[config.mk]
export PLATFORM = sky130hd
export DESIGN_NAME = asi_rw_arb_flat
export DESIGN_NICKNAME = d
export VERILOG_FILES = /design/src/rtl/asi_rw_arb_pkg.sv /design/src/rtl/asi_rw_arb_if.sv /design/src/rtl/asi_rw_arb.sv /design/src/flat_wrapper.sv
export SDC_FILE = /design/constraint.sdc
export NUM_CORES = 1
export LEC_CHECK = 0
export ABC_CLOCK_PERIOD_IN_PS = 2000
export BUFFER_PORTS_ARGS = -buffer_cell sky130_fd_sc_hd__buf_2
export CAP_MARGIN = 20
export CORE_MARGIN = 1.5
export CORE_UTILIZATION = 53
export DETAILED_ROUTE_END_ITERATION = 12
export GPL_TIMING_DRIVEN = 0
export PLACE_DENSITY = 0.77
export SYNTH_ARGS = -nofsm -noshare
export SYNTH_HDL_FRONTEND = slang
export SYNTH_SLANG_ARGS = --single-unit
[constraint.sdc]
create_clock -name usr_clk -period 2 [get_ports usr_clk]
set_input_delay 0.3 -clock usr_clk [delete_from_list [all_inputs] [get_ports usr_clk]]
set_output_delay 0.3 -clock usr_clk [all_outputs]
set_load 0.01 [all_outputs]
[src/rtl/asi_rw_arb_pkg.sv]
// Shared types and policy encodings for the asi read/write port arbiter.
package asi_rw_arb_pkg;

    typedef enum logic [1:0] {
        OWN_NONE = 2'd0,
        OWN_W    = 2'd1,
        OWN_R    = 2'd2
    } arb_owner_e;

    localparam int ARB_RR   = 0;
    localparam int ARB_WPRI = 1;
    localparam int ARB_RPRI = 2;

    // Resolves a simultaneous request; a pending cap handover overrides the policy once.
    function automatic logic tie_to_w(input int policy, input arb_owner_e favor,
                                      input arb_owner_e last);
        if (favor == OWN_W) return 1'b1;
        if (favor == OWN_R) return 1'b0;
        case (policy)
            ARB_WPRI: return 1'b1;
            ARB_RPRI: return 1'b0;
            default:  return (last == OWN_R);
        endcase
    endfunction

endpackage

[src/rtl/asi_rw_arb_if.sv]
// Request/busy/beat strobes from asi_w/asi_r and the grants and status returned by the arbiter.
interface asi_rw_arb_if;
    import asi_rw_arb_pkg::*;

    logic       m_awff_rvalid;
    logic       m_wbusy;
    logic       m_we;
    logic       m_wlast;
    logic       m_arff_rvalid;
    logic       m_rbusy;
    logic       m_re;
    logic       m_rlast;
    logic       wgranted;
    logic       rgranted;
    arb_owner_e arb_owner;
    logic       arb_err;

    modport master (
        output m_awff_rvalid, m_wbusy, m_we, m_wlast,
        output m_arff_rvalid, m_rbusy, m_re, m_rlast,
        input  wgranted, rgranted, arb_owner, arb_err
    );

    modport slave (
        input  m_awff_rvalid, m_wbusy, m_we, m_wlast,
        input  m_arff_rvalid, m_rbusy, m_re, m_rlast,
        output wgranted, rgranted, arb_owner, arb_err
    );

endinterface

[src/rtl/asi_rw_arb.sv]
// Burst-atomic arbiter for the single user-side memory port shared by asi_w and asi_r.
// Grants are combinational from the registered owner; a burst cap bounds back-to-back ownership.
module asi_rw_arb
    import asi_rw_arb_pkg::*;
#(
    parameter int ARB_POLICY = ARB_RR,
    parameter int MAX_BURSTS = 4
) (
    input  logic        usr_clk,
    input  logic        usr_reset_n,
    asi_rw_arb_if.slave bus
);

    localparam int              CNT_W = $clog2(MAX_BURSTS + 1);
    localparam logic [CNT_W:0]  CAP   = (CNT_W + 1)'(MAX_BURSTS);

    arb_owner_e       owner_q, owner_d;
    arb_owner_e       last_q, last_d;
    arb_owner_e       favor_q, favor_d;
    logic [CNT_W-1:0] cnt_q, cnt_d;
    logic             err_q, err_d;

    logic             wgrant, rgrant;
    logic             w_end, r_end;
    logic [CNT_W:0]   cnt_plus;
    logic             cap_hit;
    logic             err_now;

    function automatic logic [CNT_W-1:0] sat_cnt(input logic [CNT_W:0] nxt);
        return (nxt >= CAP) ? CAP[CNT_W-1:0] : nxt[CNT_W-1:0];
    endfunction

    assign w_end    = bus.m_we & bus.m_wlast;
    assign r_end    = bus.m_re & bus.m_rlast;
    assign cnt_plus = {1'b0, cnt_q} + {{CNT_W{1'b0}}, 1'b1};
    assign cap_hit  = (cnt_plus >= CAP);

    always_ff @(posedge usr_clk or negedge usr_reset_n) begin
        if (!usr_reset_n) begin
            owner_q <= OWN_NONE;
            last_q  <= OWN_R;
            favor_q <= OWN_NONE;
            cnt_q   <= '0;
            err_q   <= 1'b0;
        end else begin
            owner_q <= owner_d;
            last_q  <= last_d;
            favor_q <= favor_d;
            cnt_q   <= cnt_d;
            err_q   <= err_d;
        end
    end

    always_comb begin
        owner_d = owner_q;
        last_d  = last_q;
        favor_d = favor_q;
        cnt_d   = cnt_q;
        err_d   = err_q | err_now;
        case (owner_q)
            OWN_NONE: begin
                if (wgrant && bus.m_wbusy) begin
                    owner_d = OWN_W;
                    last_d  = OWN_W;
                    favor_d = OWN_NONE;
                    cnt_d   = '0;
                end else if (rgrant && bus.m_rbusy) begin
                    owner_d = OWN_R;
                    last_d  = OWN_R;
                    favor_d = OWN_NONE;
                    cnt_d   = '0;
                end
            end
            OWN_W: begin
                if (w_end) cnt_d = sat_cnt(cnt_plus);
                if (w_end && bus.m_arff_rvalid && cap_hit) begin
                    owner_d = OWN_NONE;
                    favor_d = OWN_R;
                end else if (!bus.m_wbusy && (!bus.m_awff_rvalid || bus.m_arff_rvalid)) begin
                    // Idle, or stalled on W data while read is waiting: hand the port back.
                    owner_d = OWN_NONE;
                end
            end
            OWN_R: begin
                if (r_end) cnt_d = sat_cnt(cnt_plus);
                if (r_end && bus.m_awff_rvalid && cap_hit) begin
                    owner_d = OWN_NONE;
                    favor_d = OWN_W;
                end else if (!bus.m_rbusy && (!bus.m_arff_rvalid || bus.m_awff_rvalid)) begin
                    owner_d = OWN_NONE;
                end
            end
            default: owner_d = OWN_NONE;
        endcase
    end

    always_comb begin
        wgrant = 1'b0;
        rgrant = 1'b0;
        if (usr_reset_n) begin
            case (owner_q)
                OWN_NONE: begin
                    if (bus.m_awff_rvalid && bus.m_arff_rvalid) begin
                        if (tie_to_w(ARB_POLICY, favor_q, last_q)) wgrant = 1'b1;
                        else                                        rgrant = 1'b1;
                    end else begin
                        wgrant = bus.m_awff_rvalid;
                        rgrant = bus.m_arff_rvalid;
                    end
                end
                OWN_W:   wgrant = 1'b1;
                OWN_R:   rgrant = 1'b1;
                default: ;
            endcase
        end
    end

    assign err_now = (bus.m_wbusy & bus.m_rbusy)
                   | (bus.m_wbusy & ~wgrant & (owner_q != OWN_W))
                   | (bus.m_rbusy & ~rgrant & (owner_q != OWN_R))
                   | (bus.m_we & ~wgrant)
                   | (bus.m_re & ~rgrant);

    assign bus.wgranted  = wgrant;
    assign bus.rgranted  = rgrant;
    assign bus.arb_owner = owner_q;
    assign bus.arb_err   = err_q;

endmodule
[src/flat_wrapper.sv]
// flat-port wrapper written by rule: the top's interface ports become plain ports
module asi_rw_arb_flat import asi_rw_arb_pkg::*;
#(
    parameter int ARB_POLICY = ARB_RR,
    parameter int MAX_BURSTS = 4
)
  (usr_clk, usr_reset_n, bus_m_awff_rvalid, bus_m_wbusy, bus_m_we, bus_m_wlast, bus_m_arff_rvalid, bus_m_rbusy, bus_m_re, bus_m_rlast, bus_wgranted, bus_rgranted, bus_arb_owner, bus_arb_err);
  asi_rw_arb_if bus_i ();
  input  logic usr_clk;
  input  logic usr_reset_n;
  input wire logic [$bits(bus_i.m_awff_rvalid)-1:0] bus_m_awff_rvalid;
  input wire logic [$bits(bus_i.m_wbusy)-1:0] bus_m_wbusy;
  input wire logic [$bits(bus_i.m_we)-1:0] bus_m_we;
  input wire logic [$bits(bus_i.m_wlast)-1:0] bus_m_wlast;
  input wire logic [$bits(bus_i.m_arff_rvalid)-1:0] bus_m_arff_rvalid;
  input wire logic [$bits(bus_i.m_rbusy)-1:0] bus_m_rbusy;
  input wire logic [$bits(bus_i.m_re)-1:0] bus_m_re;
  input wire logic [$bits(bus_i.m_rlast)-1:0] bus_m_rlast;
  output wire logic [$bits(bus_i.wgranted)-1:0] bus_wgranted;
  output wire logic [$bits(bus_i.rgranted)-1:0] bus_rgranted;
  output wire logic [$bits(bus_i.arb_owner)-1:0] bus_arb_owner;
  output wire logic [$bits(bus_i.arb_err)-1:0] bus_arb_err;
  assign bus_i.m_awff_rvalid = bus_m_awff_rvalid;
  assign bus_i.m_wbusy = bus_m_wbusy;
  assign bus_i.m_we = bus_m_we;
  assign bus_i.m_wlast = bus_m_wlast;
  assign bus_i.m_arff_rvalid = bus_m_arff_rvalid;
  assign bus_i.m_rbusy = bus_m_rbusy;
  assign bus_i.m_re = bus_m_re;
  assign bus_i.m_rlast = bus_m_rlast;
  assign bus_wgranted = bus_i.wgranted;
  assign bus_rgranted = bus_i.rgranted;
  assign bus_arb_owner = bus_i.arb_owner;
  assign bus_arb_err = bus_i.arb_err;
  asi_rw_arb #(.ARB_POLICY(ARB_POLICY), .MAX_BURSTS(MAX_BURSTS)) u_core (.usr_clk(usr_clk), .usr_reset_n(usr_reset_n), .bus(bus_i));
endmodule
## Yosys cells after proc, flatten, opt, wreduce, memory -nomap -nowiden

Cells that the tools add are included.

| cells by class | value |
|---|---|
| bitwise operators | 16 |
| eq/ne operators | 14 |
| magnitude comparators | 1 |
| reductions and logical operators | 22 |
| $add $sub $neg | 1 |
| mux-type cells | 42 |

Operators with widths:

| operator | number |
|---|---|
| $mux 1 | 22 |
| $mux 2 | 10 |
| $mux 3 | 5 |
| $pmux 2 s3 | 2 |
| $ne 2x1->1 const B | 5 |
| $and 1x1->1 | 9 |
| $logic_and 1x1->1 | 9 |
| $ne 3x1->1 const B | 3 |
| $pmux 3 s3 | 1 |
| $reduce_and 4->1 | 2 |
| $eq 2x2->1 const B | 3 |
| $or 1x1->1 | 5 |
| $add 3x1->4 const B | 1 |
| $eq 2x1->1 const B | 2 |
| $ge 4x3->1 const B | 1 |
| $logic_not 1->1 | 4 |
| $pmux 1 s2 | 2 |
| $reduce_and 3->1 | 1 |
| $reduce_bool 3->1 | 1 |
| $logic_not 2->1 | 1 |
| $logic_or 1x1->1 | 2 |
| $ne 2x2->1 const B | 1 |
| $not 1->1 | 2 |
| $reduce_and 2->1 | 1 |
| $reduce_bool 2->1 | 1 |

| storage, ports and cells | value |
|---|---|
| output and inout bits | 5 |
| register bits after elaboration | 10 |

## Logic depth before layout (Yosys ltp)

Gate-level depths: netlist of the first run.

| depth | value |
|---|---|
| word-level depth | 26 |
| gate-level depth with buffers | 7 |
| depth with buffers taken out | 7 |

## Least setup slack after synthesis of the first run

OpenSTA, ideal clock, no wires.

| path | value |
|---|---|
| kind | reg-to-reg |
| from | register u_core.owner_q[0], in the netlist u_core.bus.arb_owner[0] |
| to | register u_core.cnt_q[0] |
| required time | 1,875 ps |
| stages on the path, launching flop included | 8 |
| arrival | 1,791 ps |
| buffers on the path | 0 |
| slack | 84 ps |
| path through | dfrtp_1 inv_1 ha_1 o211a_1 o211ai_1 a31oi_1 o21ai_1 mux2_2 |

| on the way | value |
|---|---|
| cells in the longest elaborated chain, start to end | 6 |
| elaborated cells on any way between the ends | 16 |

RTL lines:

| item | line | RTL |
|---|---|---|
| from (decl) | asi_rw_arb.sv:17 | `arb_owner_e owner_q, owner_d;` |
| from (signal assigned) | asi_rw_arb.sv:46 | `owner_q <= owner_d;` |
| $eq 2x2->1 (tied with other cells) | asi_rw_arb.sv:60, asi_rw_arb.sv:101 |  |
| $pmux 1 s2 | asi_rw_arb.sv:101 | `case (owner_q)` |
| $mux 1 | asi_rw_arb.sv:100 | `if (usr_reset_n) begin` |
| $logic_and 1x1->1 (on tied branches) | asi_rw_arb.sv:67, asi_rw_arb.sv:62 |  |
| $ne 3x1->1 (no line) / $mux 3 (equally long branches) | -- |  |
| $reduce_and 4->1 (no line) / $pmux 3 s3 (equally long branches) | -- |  |
| to (signal assigned) | asi_rw_arb.sv:49 | `cnt_q <= cnt_d;` |
| to (decl) | asi_rw_arb.sv:20 | `logic [CNT_W-1:0] cnt_q, cnt_d;` |

Several ways; a longest one is shown, not always the timed one.
A chain may end at the register's enable or synchronous reset.

## Worst setup path in the final report of the first run

| path | value |
|---|---|
| from | register u_core.cnt_q[1] |
| to | register u_core.owner_q[1], in the netlist u_core.bus.arb_owner[1] |

| on the way | value |
|---|---|
| cells in the longest elaborated chain, start to end | 5 |
| elaborated cells on any way between the ends | 10 |

RTL lines:

| item | line | RTL |
|---|---|---|
| $add 3x1->4 (*) | asi_rw_arb.sv:35 | `assign cnt_plus = {1'b0, cnt_q} + {{CNT_W{1'b0}}, 1'b1};` |
| $ge 4x3->1 (*) | asi_rw_arb.sv:36 | `assign cap_hit = (cnt_plus >= CAP);` |
| $logic_and 1x1->1 (on tied branches) | asi_rw_arb.sv:86, asi_rw_arb.sv:76 |  |
| $ne 3x1->1 (no line) (tied with other cells) | -- |  |
| $reduce_and 3->1 (no line) / $pmux 2 s3 (equally long branches) | -- |  |

Mark *: on every way between the ends. The rest lies on a longest branch, timed or not.

==> results of run 1 <==
[sequential cells by signal, summed over array words and instances, names as in the netlist]
| register | flops |
|---|---|
| u_core.bus.arb_owner | 2 |
| u_core.favor_q | 2 |
| u_core.last_q | 2 |
| u_core.cnt_q | 3 |
| u_core.bus.arb_err | 1 |
[per-layer routing]
metal | vias up | track usage (%) | wire (um)
met4 | 0 | 9.03 | 29
met5 | - | 0 | 0
met3 | 5 | 3.91 | 130
met2 | 46 | 43.1 | 1190
met1 | 397 | 33.2 | 870
li1 | 373 | - | -
[metrics by stage]
step	setup WS (ns)	hold slack [ns]	std cells	TNS [ns]
final	0.00238	0.0829	125	0
after detailed placement	-0.0977	0.229	117	-0.518
after global placement	-0.105	0.222	117	-0.476
after floorplan	0.0841	0.00441	88	0
after CTS	0.00442	0.0653	124	0
after global routing	-0.0591	0.0939	125	-0.142
[logic make-up after synthesis]
| group | Yosys count | share of synthesized area, % |
|---|---|---|
| buffers and inverters | 6 | 2.84 |
| adder cells (fa/ha/maj) | 6 | 9.46 |
| flip-flops | 10 | 31.7 |
| AND/OR/NAND/NOR | 29 | 19.7 |
| multiplexers | 5 | 7.10 |
| AO/OA/AOI/OAI | 32 | 29.2 |
[cells in the final DEF (no fill, tap or decap), drive strengths merged, types with 4 or more instances in the layout]
master   n
buf     17
dfrtp    9
nand2    6
inv      6
ha       6
nand3    5
mux2     5
a21oi    5
o21ai    5
nor2     4
clkbuf   4
nand2b   4
[report_power, final]
part	internal, W	total [W]	switching [W]
logic	0.000425	0.000881	0.000457
clock network	0.000111	0.000192	0.0000812
registers	0.000278	0.000345	0.0000666
total	0.000814	0.00142	0.000605
[layout make-up]
type / count / area [um^2]
repair buffers: 18 / 103
well taps: 15 / 18.8
multi-input cells: 72 / 631
inverters: 6 / 22.5
fillers: 91 / 287
clock buffers: 4 / 36.3
flip-flops and latches: 10 / 253
[critical path, stage by stage, from the launching register on]
cell and delay (ns):
dfrtp_1 0.43, ha_2 0.22, a21boi_4 0.16, a2111oi_4 0.44, o32ai_2 0.14, or3b_1 0.39, a21oi_2 0.15
[worst max-delay path by stage]
stage	to	depth (start not counted)	slack [ns]
final	u_core.bus.arb_owner[1]	6	0.002
after global routing	u_core.bus.arb_owner[1]	6	-0.06
after CTS	u_core.bus.arb_owner[1]	6	0.004
after detailed placement	u_core.cnt_q[2]	7	-0.1
after global placement	u_core.favor_q[1]	7	-0.11
after floorplan	u_core.cnt_q[0]	7	0.08
[timing repair]
item                                   in CTS  in global routing
pin swaps                                   3                  8
endpoints found under the hold margin       9                  0
resized for setup                           6                 18
hold buffers                                1                  0
setup endpoints to repair                   6                  8
setup buffers                               2                  1
==> run metrics, run 1 <==
clock latency on the worst-skew pair 0.27 ns; DIE WIDTH 41.7 um; Leak 0.478 nW; Tot Pwr 0.00142 W; global route overflow 0; Primary FF master, synth dfrtp_1; vias in the first global route 718; CP Class flip-flop to flip-flop; Tot GR Track Use 25.6%; DRC 0; GP Congestion 0.832; Worst-path clk slew 0.07 ns; crit path from u_core.cnt_q[1]; max-slew violations 0; post-synthesis sequential area ratio 31.7%; Area Growth Syn to Fin 34.1%; Post-Synthesis Cells 88; Synth area leaders dfrtp_1 28%, ha_1 9.5%, mux2_2 7.1%; RR Endpoint u_core.bus.arb_owner[1]; DRT iter0 DRCs 55; Routed Antenna Nets 0; clock skew 0.00249 ns; CP startpoint kind flip-flop; share of cells above drive strength 1 45.5%; count of final setup violators 0; DP HPWL 1.35 mm; FFs w/ async S/R, synth 100%; Req. time, crit path 2.20 ns; top post-synthesis cells by count 9 x dfrtp_1, 6 x ha_1, 6 x inv_1, 6 x nand2_1; Reg2Reg Depth 6; Rel. slew slack 69.7%; Worst Hold Class primary input to asynchronous set/reset pin; Antenna diodes 0; # rows 13; Final Cycle Share 99.9%; number of synthesized flops with an enable pin 0; Fin. Hold Viols 0; crit path time final 2.00 ns; mapped cell area 793 um^2; Sink Count 10; syn_area_per_cell 9.01 um^2; die area 0.00174 mm^2; Yosys cell types 36; worst reg-to-reg setup slack 0.002 ns; syn_nets 104; Pwr Density 1330 mW/mm^2; launch point of the worst reg-to-reg path u_core.cnt_q[1]; Ys Warns 0; Final Util 78.8%; worst path arrival time 2.20 ns; crit-path max FO 3; CP Capture Type flip-flop; most frequent cell after synthesis dfrtp_1; Total Wirelength 2.22 mm; PortBufs 14; core area 0.00135 mm^2; clk buf depth 2; top cell type's share of synthesized area 28.4%; first-pass GRT wire length 3.36 mm; Die Ht 41.7 um; register bit count reported by yosys 10; RSZ-0062 raised after global routing yes; Root Driver clkbuf_4; largest net degree at the start of global routing 12; area leader, netlist dfrtp_1; # IOs 15; H-tree Lvls 1; CTS buffer count 3; finished layout cell area 0.00106 mm^2; max-cap violation count 0; Starting Density 58.8%; via count 821; drt pass-1 iters 6; status complete, no violations; post-DR vias/cell 6.57; Max IR drop VDD 0.851 mV; fin nets 127; CTS tree built; Worst-Margin Slew 0.453 ns; initial antenna violation count 0; Routed WL per cell 17.8 um; placed cell areas 882 um^2; FMAX 501 MHz
Note: power is estimated with default switching activity, not from simulation.
==> inputs of run 2 (changes only) <==
SETUP_SLACK_MARGIN = 0.3   (was default)
==> run 2 against run 1 <==
Sequential power up 2%; combinational power is 24% higher; die area did not move; total power rose by 15%; critical path type unchanged; largest power group unchanged.
==> run metrics, run 2 (same netlist as run 1, synthesis figures left out) <==
max-cap violation count 0 (unchanged); CP Capture Type flip-flop; drt pass-1 iters 4 (-2); initial antenna violation count 0 (unchanged); DRC 0 (unchanged); Sink Count 10 (unchanged); CTS tree built; Antenna diodes 0 (unchanged); clock skew 0.000257 ns (-0.00224 ns); Worst-path clk slew 0.07 ns (about the same); clk buf depth 2 (unchanged); commonest non-fill, non-tap cell in the layout buf_4; Largest Register u_core.cnt_q; clock latency on the worst-skew pair 0.27 ns (about the same); core area 0.00135 mm^2 (unchanged); Starting Density 58.8% (unchanged); Routed WL per cell 15.7 um (-12%); vias in the first global route 803 (+12%); Rel. slew slack 67.5% (-2.3 points); Die Ht 41.7 um (unchanged); most frequent cells in the layout 15 x buf_4, 14 x buf_2, 7 x dfrtp_1; GP Congestion 0.894 (+7.6%); FMAX 540 MHz (+7.8%); RR Endpoint u_core.cnt_q[1]; share of cells above drive strength 1 56.1% (+11 points); RSZ-0062 raised after global routing yes; Routed Antenna Nets 0 (unchanged); Leak 0.564 nW (+18%); global route overflow 0 (unchanged); Worst-Margin Slew 0.486 ns (+0.0337 ns); placed cell areas 933 um^2 (+5.8%); worst reg-to-reg setup slack 0.15 ns (+0.14 ns); count of final setup violators 0 (unchanged); DP HPWL 1.26 mm (-6.7%); Total Wirelength 2.16 mm (-2.7%); Fin. Hold Viols 0 (unchanged); max-slew violations 0 (unchanged); setup_tns 0 ns (unchanged); worst path arrival time 2.01 ns (-0.19 ns); via count 837 (+1.9%); die area 0.00174 mm^2 (unchanged); crit-path max FO 5 (+2); finished layout cell area 0.00122 mm^2 (+15%); first-pass GRT wire length 3.53 mm (+4.9%); Reg2Reg Depth 7 (+1); CTS buffer count 3 (unchanged); Pwr Density 1330 mW/mm^2 (-0.39%); largest net degree at the start of global routing 12 (unchanged); H-tree Lvls 1 (unchanged); Worst Hold Class primary input to asynchronous set/reset pin; CP Class flip-flop to flip-flop; crit path time final 1.85 ns (-0.144 ns); Max IR drop VDD 0.999 mV (+17%); Req. time, crit path 2.16 ns (-0.04 ns); DIE WIDTH 41.7 um (unchanged); Root Driver clkbuf_4; post-DR vias/cell 6.07 (-7.7%); # IOs 15 (unchanged); max FFs per register 3 (unchanged); # rows 13 (unchanged); Tot GR Track Use 26.6% (+0.91 points); Final Cycle Share 92.7% (-7.2 points); launch point of the worst reg-to-reg path u_core.bus.arb_owner[0]; fin nets 140 (+10%); Area Growth Syn to Fin 54.4%; CP startpoint kind flip-flop; DRT iter0 DRCs 25 (-55%); status complete, no violations; PortBufs 14 (unchanged)
run 2: cell count changes in the layout (fill, tap and decap cells not counted), moves of 2 or more:
cell      change
a211oi_1      -2
mux2_4        +3
inv_2         -2
inv_4         +2
buf_4        +12
a211oi_2      +2
mux2_2        -3
run 2: through the flow:
stage	setup slack, ns	instances	hold slack (ns)	total power [W]	util (%)
global placement	0.110	117	0.218	0.00100	69.1
CTS	0.133	136	0.0535	0.00154	86.9
finish	0.147	138	0.0730	0.00163	90.7
detailed placement	0.0936	117	0.227	0.00101	69.1
global route	0.0747	138	0.0917	0.00173	90.7
floorplan	0.229	88	0.00441	0.000850	-
run 2: layout make-up:
type / count / area [um^2]
Timing Repair Buffer: 31 / 204
Sequential cell: 10 / 254
Multi-Input combinational cell: 72 / 684
Fill cell: 58 / 125
Inverter: 6 / 27.5
Tap cell: 15 / 18.8
Clock buffer: 4 / 36.3
run 2: where the power goes:
part	internal, W	switching, W	leakage [nW]
Combinational	0.000575	0.000513	0.420
Sequential	0.000280	0.0000723	0.122
Clock	0.000111	0.0000767	0.0210
run 2: worst max-delay path by stage:
| stage | from | endpoint | slack (ns) |
|---|---|---|---|
| CTS | u_core.cnt_q[1] | u_core.bus.arb_owner[1] | 0.13 |
| floorplan | u_core.bus.arb_owner[1] | u_core.cnt_q[0] | 0.23 |
| global route | u_core.cnt_q[1] | u_core.bus.arb_owner[1] | 0.07 |
| detailed placement | u_core.bus.arb_owner[1] | u_core.favor_q[1] | 0.09 |
| finish | u_core.bus.arb_owner[0] | u_core.cnt_q[1] | 0.15 |
| global placement | u_core.cnt_q[0] | u_core.bus.arb_owner[1] | 0.11 |
run 2: critical path, stage by stage, from the launching register on:
cell and delay (ns):
dfrtp_2 0.44, inv_4 0.06, ha_4 0.18, buf_4 0.13, o21bai_1 0.21, a31oi_2 0.15
o21ai_2 0.21, mux2_2 0.36
run 2: layer usage:
| metal | part of all wire [%] | GRT usage, % |
|---|---|---|
| met1 | 48 | 37.7 |
| met2 | 46 | 37.2 |
| met3 | 5.8 | 6.52 |
| met4 | 0.79 | 13.5 |
| met5 | 0 | 0 |
run 2: timing repair:
| item | 4_1_cts | 5_1_grt |
|---|---|---|
| gates resized for setup | 21 | 7 |
| hold buffers | 1 | 0 |
| endpoints found under the hold margin | 9 | 0 |
| pin swaps | 9 | 10 |
| setup buffers | 14 | 2 |
| setup endpoints to repair | 10 | 10 |
==> inputs of run 3 (changes only) <==
RECOVER_POWER = 100   (was default)
==> run 3 against run 2 <==
Clock-buffer cell count did not move; critical path depth down 1; sequential cell count is the same; global-route usage unchanged; clock skew hardly changed; first-iteration DRC count did not move; sequential share of layout area rose by 0.26 points.
==> run metrics, run 3 (same netlist as run 1, synthesis figures left out) <==
# rows 13 (unchanged); setup_tns 0 ns (unchanged); first-pass GRT wire length 3.53 mm (unchanged); Sw Share 40.8% (+0.17 points); global route overflow 0 (unchanged); Antenna diodes 0 (unchanged); Comb pwr share 66.3% (-0.5 points); vias in the first global route 803 (unchanged); PortBufs 14 (unchanged); Worst-Margin Slew 0.481 ns (-0.00490 ns); FMAX 539 MHz (about the same); Sink Count 10 (unchanged); launch point of the worst reg-to-reg path u_core.bus.arb_owner[1]; CP Class flip-flop to output pin; DRC 0 (unchanged); Final Cycle Share 92.8% (about the same); most frequent cells in the layout 15 x buf_4, 11 x buf_2, 8 x dfrtp_1; commonest non-fill, non-tap cell in the layout buf_4; drt pass-1 iters 4 (unchanged); RR Endpoint u_core.favor_q[1]; Total Wirelength 2.16 mm (-0.37%); max-cap violation count 0 (unchanged); crit path time final 1.86 ns (+0.00159 ns); Clk network pwr share 11.8% (+0.3 points); DIE WIDTH 41.7 um (unchanged); clock skew 0.000701 ns (+0.000444 ns); share of cells above drive strength 1 49.6% (-6.5 points); worst reg-to-reg setup slack 0.14 ns (about the same); Rel. slew slack 67.8% (+0.33 points); # IOs 15 (unchanged); Worst-path clk slew 0.07 ns (about the same); Die Ht 41.7 um (unchanged); Largest Register u_core.cnt_q; worst path arrival time 1.56 ns (-0.45 ns); sequential fraction of design power 21.9% (+0.2 points); RSZ-0062 raised after global routing yes; DRT iter0 DRCs 25 (unchanged); crit path from u_core.bus.arb_owner[1]; clock latency on the worst-skew pair 0.27 ns (about the same); Pwr Density 1320 mW/mm^2 (-0.63%); Worst Hold Class primary input to asynchronous set/reset pin; GP Congestion 0.894 (unchanged); core area 0.00135 mm^2 (unchanged); Routed WL per cell 15.6 um (-0.37%); initial antenna violation count 0 (unchanged); largest net degree at the start of global routing 12 (unchanged); H-tree Lvls 1 (unchanged); Routed Antenna Nets 0 (unchanged); CTS buffer count 3 (unchanged); DP HPWL 1.26 mm (unchanged); Tot Pwr 0.00159 W (-2.4%); CP startpoint kind flip-flop; CTS tree built; max FFs per register 3 (unchanged); via count 829 (-0.96%); Max IR drop VDD 0.991 mV (-0.82%); P_int 0.000940 W (-2.6%); max-slew violations 0 (unchanged); Reg2Reg Depth 7 (unchanged); fin nets 140 (unchanged); Tot GR Track Use 26.6% (unchanged); post-DR vias/cell 6.01 (-0.96%); die area 0.00174 mm^2 (unchanged); crit-path max FO 8 (+3); Leak 0.549 nW (-2.5%); Area Growth Syn to Fin 51.7%; Req. time, crit path 1.70 ns (-0.46 ns); fillcell total 63 (+8.6%); count of final setup violators 0 (unchanged); net switching power 0.000649 W (-1.9%); clk buf depth 2 (unchanged); status complete, no violations; Starting Density 58.8% (unchanged); Root Driver clkbuf_4; CP Capture Type output pin; Fin. Hold Viols 0 (unchanged)
-- run 3: cell types whose count changed in the layout (fill, tap and decap cells not counted) --
cell / before / now
clkbuf_1: 0 / 3
dfrtp_1: 7 / 8
mux2_1: 0 / 1
o32ai_2: 1 / 0
dfrtp_2: 2 / 1
dfstp_2: 1 / 0
a211oi_1: 0 / 1
o32ai_1: 0 / 1
a211oi_2: 2 / 1
dfstp_1: 0 / 1
buf_2: 14 / 11
mux2_4: 3 / 2
-- run 3: what timing repair did --
action                                  CTS  global route
endpoints found under the hold margin     9             0
buffers inserted                         14             2
endpoints found under the setup margin   10            10
pin swaps                                 9            10
resized for setup                        21             7
hold buffers                              1             0
-- run 3: worst max-delay path by stage --
| stage | to |
|---|---|
| finish | bus_rgranted |
| global route | bus_wgranted |
| CTS | u_core.bus.arb_owner[1] |
| detailed placement | u_core.favor_q[1] |
| global placement | u_core.bus.arb_owner[1] |
| floorplan | u_core.cnt_q[0] |
-- run 3: worst max-delay path, stage by stage (launching register included) --
cell	delay, ns
dfrtp_1	0.45
inv_4	0.08
ha_4	0.19
a21oi_1	0.13
nand2_1	0.13
and2_1	0.18
clkbuf_1	0.12
-- run 3: area by class of cell --
| class | instances | area (um^2) | share of cell area (%) |
|---|---|---|---|
| clock buffers | 4 | 36.3 | 3.01 |
| inverters | 6 | 27.5 | 2.29 |
| multi-input cells | 72 | 668 | 55.5 |
| flip-flops and latches | 10 | 253 | 21.0 |
| well taps | 15 | 18.8 | 1.56 |
| repair buffers | 31 | 200 | 16.6 |
-- run 3: stage by stage --
step / hold slack (ns) / setup slack (ns) / instance area, um^2 / util (%) / std cells
3_5_place_dp: 0.227 / 0.0936 / 933 / 69.1 / 117
4_1_cts: 0.0535 / 0.133 / 1170 / 86.9 / 136
5_1_grt: 0.305 / 0.0471 / 1200 / 89.2 / 138
3_3_place_gp: 0.218 / 0.110 / 933 / 69.1 / 117
2_1_floorplan: 0.00441 / 0.229 / 845 / - / 88
6_report: 0.242 / 0.145 / 1200 / 89.2 / 138
-- run 3: metal layers --
metal,track usage [%],vias to the layer above,routed length (um)
met5,0,-,0
met4,13.5,0,17
met3,6.52,2,113
met2,37.2,36,986
met1,37.7,391,1040
li1,-,400,-
-- run 3: power groups by stage --
| stage | Combinational, W | Sequential [W] | Clock (W) |
|---|---|---|---|
| 6_report | 0.00105 | 0.000348 | 0.000188 |
| 2_1_floorplan | 0.000501 | 0.000349 | 0 |
| 3_5_place_dp | 0.000654 | 0.000353 | 0 |
| 3_3_place_gp | 0.000652 | 0.000348 | 0 |
| 5_1_grt | 0.00113 | 0.000357 | 0.000202 |
| 4_1_cts | 0.00100 | 0.000345 | 0.000191 |
